**src/rtl/reg_rename_ctrl.sv**
```systemverilog
// Rename-stage controller: speculative/committed arch->phys maps, free-list pop/push sequencing.
// Latency: rename lookup and allocation are combinational; map updates land at the next clock.
// Backpressure: rn_ready drops on flush, in RECOVER, or when the free list is empty and a dest is needed.
// Optional stall counter output is enabled with `define REG_RENAME_STALL_CNT_EN.
module reg_rename_ctrl #(
  parameter int REG_FILE_ADDR_WIDTH = 7,
  parameter int ARCH_REGS           = 32
) (
  input  logic                           clock,
  input  logic                           reset,
`ifdef REG_RENAME_STALL_CNT_EN
  output logic [15:0]                    stall_count,
`endif
  input  logic                           rn_valid,
  output logic                           rn_ready,
  input  logic                           rn_rd_wr,
  input  logic [4:0]                     rn_rd,
  input  logic [4:0]                     rn_rs1,
  input  logic [4:0]                     rn_rs2,
  output logic [REG_FILE_ADDR_WIDTH-1:0] rn_prs1,
  output logic [REG_FILE_ADDR_WIDTH-1:0] rn_prs2,
  output logic [REG_FILE_ADDR_WIDTH-1:0] rn_prd,
  output logic [REG_FILE_ADDR_WIDTH-1:0] rn_old_prd,
  output logic                           fl_take,
  input  logic [REG_FILE_ADDR_WIDTH-1:0] fl_free_reg_num,
  input  logic                           fl_empty,
  input  logic                           fl_full,
  output logic                           fl_free,
  output logic [REG_FILE_ADDR_WIDTH-1:0] fl_freed_reg_num,
  input  logic                           cm_valid,
  input  logic                           cm_rd_wr,
  input  logic [4:0]                     cm_rd,
  input  logic [REG_FILE_ADDR_WIDTH-1:0] cm_prd,
  input  logic [REG_FILE_ADDR_WIDTH-1:0] cm_old_prd,
  input  logic                           flush,
  input  logic                           sq_valid,
  input  logic [REG_FILE_ADDR_WIDTH-1:0] sq_prd,
  output logic                           sq_ready,
  input  logic                           sq_done,
  output logic                           recovering,
  output logic                           free_overflow
);

  localparam int PW = REG_FILE_ADDR_WIDTH;

  typedef enum logic {
    RUN     = 1'b0,
    RECOVER = 1'b1
  } state_t;

  state_t        state;
  logic [PW-1:0] spec_map   [ARCH_REGS];
  logic [PW-1:0] commit_map [ARCH_REGS];

  logic alloc;
  logic commit_free;
  logic squash_free;
  logic rn_fire;

  // Rename lookup, ready/take handshake and free-port arbitration (commit beats squash).
  always_comb begin
    alloc       = rn_rd_wr && (rn_rd != 5'd0);
    commit_free = reset && cm_valid && cm_rd_wr && (cm_rd != 5'd0);
    rn_ready    = reset && (state == RUN) && !flush && (!alloc || !fl_empty);
    rn_fire     = rn_valid && rn_ready;
    fl_take     = rn_fire && alloc;
    rn_prs1     = (rn_rs1 == 5'd0) ? '0 : spec_map[rn_rs1];
    rn_prs2     = (rn_rs2 == 5'd0) ? '0 : spec_map[rn_rs2];
    rn_old_prd  = spec_map[rn_rd];
    rn_prd      = alloc ? fl_free_reg_num : '0;
    sq_ready    = reset && (state == RECOVER) && !commit_free;
    squash_free = sq_valid && sq_ready;
    fl_free     = commit_free || squash_free;
    recovering  = reset && (state == RECOVER);
    if (commit_free) begin
      fl_freed_reg_num = cm_old_prd;
    end else if (squash_free) begin
      fl_freed_reg_num = sq_prd;
    end else begin
      fl_freed_reg_num = '0;
    end
  end

  // Map maintenance: commit updates the recovery map; flush restores the speculative map from it,
  // folding in a same-cycle commit so the restored view is never one commit stale.
  always_ff @(posedge clock) begin
    if (!reset) begin
      for (int i = 0; i < ARCH_REGS; i++) begin
        spec_map[i]   <= PW'(i);
        commit_map[i] <= PW'(i);
      end
    end else begin
      for (int i = 0; i < ARCH_REGS; i++) begin
        if (commit_free && (cm_rd == 5'(i))) begin
          commit_map[i] <= cm_prd;
        end
      end
      if (flush) begin
        for (int i = 0; i < ARCH_REGS; i++) begin
          spec_map[i] <= (commit_free && (cm_rd == 5'(i))) ? cm_prd : commit_map[i];
        end
      end else if (fl_take) begin
        spec_map[rn_rd] <= fl_free_reg_num;
      end
    end
  end

  // RUN/RECOVER sequencing; a repeated flush keeps us recovering even if sq_done arrives with it.
  always_ff @(posedge clock) begin
    if (!reset) begin
      state <= RUN;
    end else begin
      case (state)
        RUN:     if (flush) state <= RECOVER;
        RECOVER: if (!flush && sq_done) state <= RUN;
        default: state <= RUN;
      endcase
    end
  end

  // Sticky flag: a push was driven while the free list reported full.
  always_ff @(posedge clock) begin
    if (!reset) begin
      free_overflow <= 1'b0;
    end else if (fl_free && fl_full) begin
      free_overflow <= 1'b1;
    end
  end

`ifdef REG_RENAME_STALL_CNT_EN
  // Saturating count of cycles where decode offered an instruction and was held off.
  always_ff @(posedge clock) begin
    if (!reset) begin
      stall_count <= 16'd0;
    end else if (rn_valid && !rn_ready && (stall_count != 16'hFFFF)) begin
      stall_count <= stall_count + 16'd1;
    end
  end
`endif

endmodule

```
**config.mk**
```make
export PLATFORM = sky130hd
export DESIGN_NAME = reg_rename_ctrl
export DESIGN_NICKNAME = d
export VERILOG_FILES = /design/src/rtl/reg_rename_ctrl.sv
export SDC_FILE = /design/constraint.sdc
export NUM_CORES = 1
export LEC_CHECK = 0
export ABC_AREA = 0
export BUFFER_PORTS_ARGS = -buffer_cell sky130_fd_sc_hd__buf_2
export CAP_MARGIN = 5
export CORE_ASPECT_RATIO = 1.2
export CORE_UTILIZATION = 50
export CTS_BUF_LIST = sky130_fd_sc_hd__clkbuf_2 sky130_fd_sc_hd__clkbuf_4 sky130_fd_sc_hd__clkbuf_8
export CTS_CLUSTER_DIAMETER = 80
export CTS_CLUSTER_SIZE = 28
export DETAILED_ROUTE_END_ITERATION = 8
export HOLD_SLACK_MARGIN = 0.03
export PLACE_DENSITY = 0.65
export SKIP_CTS_REPAIR_TIMING = 1
export SYNTH_ARGS = -nofsm -noshare
export SYNTH_HDL_FRONTEND = slang
export SYNTH_SLANG_ARGS = --single-unit
```
**constraint.sdc**
```tcl
create_clock -name clock -period 2.5 [get_ports clock]
set_input_delay 0.375 -clock clock [delete_from_list [all_inputs] [get_ports clock]]
set_output_delay 0.375 -clock clock [all_outputs]
set_load 0.005 [all_outputs]
```
==> metrics.yaml <==
numCtsBuffers: 22
hold_start: "fl_free_reg_num[5]"
synth_top_cells_by_area: "edfxtp_1 53%, mux4_2 14%, mux2i_1 9.3%, o22ai_1 2.9%, a22oi_1 1.9%"
drive_above_1_share_pct: 31.12
drt_iter0_drc: 3085
critPathRequiredTime_ns: 2.12
synth.yosys.seq_area_share_pct: 52.80
synth-async-reset-ratio_pct: 0
setup_viol: 21
intPower_w: 0.01134
synth_xor_area_share_pct: 0
grt_pass1_vias: 17170
htree_levels: 1
worstHoldEndpoint: "spec_map[4][5]$_DFFE_PP_"
synth_seq_cells: 450
cap_violations: 0
tns_ns: -4.251
path_max_fanout: 3
r2r_slack_ns: 0.14
gp_congestion: 1.011
track_usage_pct: 35.05
hp-class: "in2reg"
vias_per_cell: 7.043
slew_headroom_pct: 48.04
max_stage_delay_ns: 0.52
rows: 90
grt_pass1_wl_mm: 129.5
clockBufferDepth: 3
leakage_nw: 10.18
gr-total-overflow: 0
combPwrFrac_pct: 18.5
synth_top_family_by_area: "multiplexers"
clk_pin_slew_ns: 0.16
slowest_stage: "edfxtp_1"
dpl_cell_area_sq_um: 27950
antenna_found_initial: 2
dpl.hpwl_mm: 71.20
cts.sinks: 450
grt_max_degree: 52
synth_top_cells_by_count: "448 x edfxtp_1, 237 x mux2i_1, 154 x mux4_2, 120 x nand2_1, 117 x o22ai_1"
slew_viol_final: 0
start_util_pct: 50.77
synthFlopType: "edfxtp_1"
syn-instance-count: 1861
worst_slew_pin_slew_ns: 0.7765
status: "complete, but fails checks"
end_kind: "output pin"
ant_nets: 0
wl_mm: 92.32
p_per_area_nw_per_um2: 548.4
synth_compound_area_share_pct: 10.35
netSwitchingFraction_pct: 28.46
period_minus_slack_ns: 2.787
num_io_pins: 100
area_growth_pct: 13.07
ys_warn_count: 0
r2r_start: "state$_SDFF_PN0_"
path_delay_family: "flip-flops"
synth_simple_gate_area_share_pct: 9.386
nets: 2084
io_buffers: 99
core_sq_um: 50340
routedWlPerCell_microns: 34.42
clkPwrFrac_pct: 22.8
max_clock_freq_mhz: 358.9
drc: 0
cts_root_buf: "clkbuf_8"
synth_cell_type_count: 66
skew_ns: 0.04982
setup_ws_ns: -0.2866
fin_crit_sh_pct: 111.5
die_height_microns: 249.7
synth-edff-count: 448
synth_area_leader_cell: "edfxtp_1"
finalPower_w: 0.01585
violations: "negative setup slack"
synth.most_common_cell: "edfxtp_1"
critPathBufInv: 2
syn_area_sq_um: 25560
p_switching_w: 0.004510
hold_viol_final: 0
clk_latency_ns: 0.68
critical_path_arrival_ns: 2.41
rsz0062_at_grt: "yes"
final_util_pct: 57.40
dieArea_sq_um: 52020
rr_worst_depth: 5
cp-start-kind: "flip-flop"
worstReg2RegEnd: "spec_map[6][4]$_DFFE_PP_"
ir_drop_v: 0.0003648
vias: 18890
synthMuxAreaShare_pct: 23.91
critPathKind: "reg2out"
yosys.area_share.adder_pct: 0
drt_pass1_iterations: 6
hold_depth: 2
p_seq_share_pct: 58.6
fin_area_sq_um: 28900
path_cells: "buf_4 -> mux4_2 -> a22oi_2 -> o2111ai_2 -> buf_2"
die_w_microns: 208.4
synth_top_area_share_pct: 52.64
cts_tree: "done"
avgSynthCellArea_sq_um: 13.73
[layer usage]
layer	global-route usage [%]	share of wire, %
met1	52.90	41
met2	50.93	43
met3	6.128	12
met4	12.49	4.1
met5	0	0.026
[state kept, by name, summed over array words and instances (netlist names)]
| signal | cells |
|---|---|
| commit_map | 224 |
| free_overflow | 1 |
| spec_map | 224 |
| state | 1 |
[cell usage in the layout, fill, tap and decap left out, types with 23 or more instances in the layout]
cell type,count
and2_1,32
nand2b_1,41
buf_4,196
nor4_1,31
edfxtp_1,448
nor2_1,85
nand2_1,119
mux4_2,154
buf_2,96
mux2i_1,229
o22ai_1,117
clkbuf_8,23
buf_12,23
a22oi_1,51
a2bb2oi_1,31
[through the flow]
step | worst slack, ns | cells | hold slack, ns
5_1_grt | -0.3330 | 2682 | 0.07364
6_report | -0.2866 | 2682 | 0.08621
4_1_cts | -0.4411 | 2674 | -0.1501
3_5_place_dp | -0.02682 | 2638 | 0.4408
3_3_place_gp | -0.06100 | 2638 | 0.4342
2_1_floorplan | 0.2825 | 1867 | 0.4421
[worst max-delay path by stage]
stage,from,end,cells after the start
floorplan,rn_rd[0],rn_old_prd[1],6
global placement,rn_rs2[0],rn_prs2[2],8
detailed placement,rn_rs2[0],rn_prs2[2],7
CTS,spec_map[19][2]$_DFFE_PP_,rn_prs2[2],6
global route,spec_map[4][6]$_DFFE_PP_,rn_prs1[6],6
finish,spec_map[22][1]$_DFFE_PP_,rn_old_prd[1],5
[area by class of cell]
class,instances,area [sq um]
Clock buffer,29,361.6
Tap cell,644,805.8
Antenna cell,1,2.502
Multi-Input combinational cell,1214,11550
Sequential cell,450,13490
Fill cell,4068,21440
Clock inverter,7,150.1
Inverter,17,63.81
Timing Repair Buffer,320,2466
[power by group through the flow]
stage | clock (W) | sequential [W] | combinational, W
after global routing | 0.00384 | 0.00932 | 0.00304
after detailed placement | 0 | 0.00944 | 0.00274
final | 0.00362 | 0.00929 | 0.00294
after global placement | 0 | 0.00942 | 0.00273
after floorplan | 0 | 0.00919 | 0.00158
after CTS | 0.00362 | 0.00927 | 0.00275
[cell families (layout without fill, tap and decap cells)]
logic type | count (synthesis) | in the layout
muxes | 415 | 415
AOI/OAI and AO/OA | 367 | 367
other | 1 | 8
and+or+nand+nor | 425 | 425
DFF | 450 | 450
buffers and inverters | 203 | 373
No activity file was read; power rests on OpenSTA's default activity.
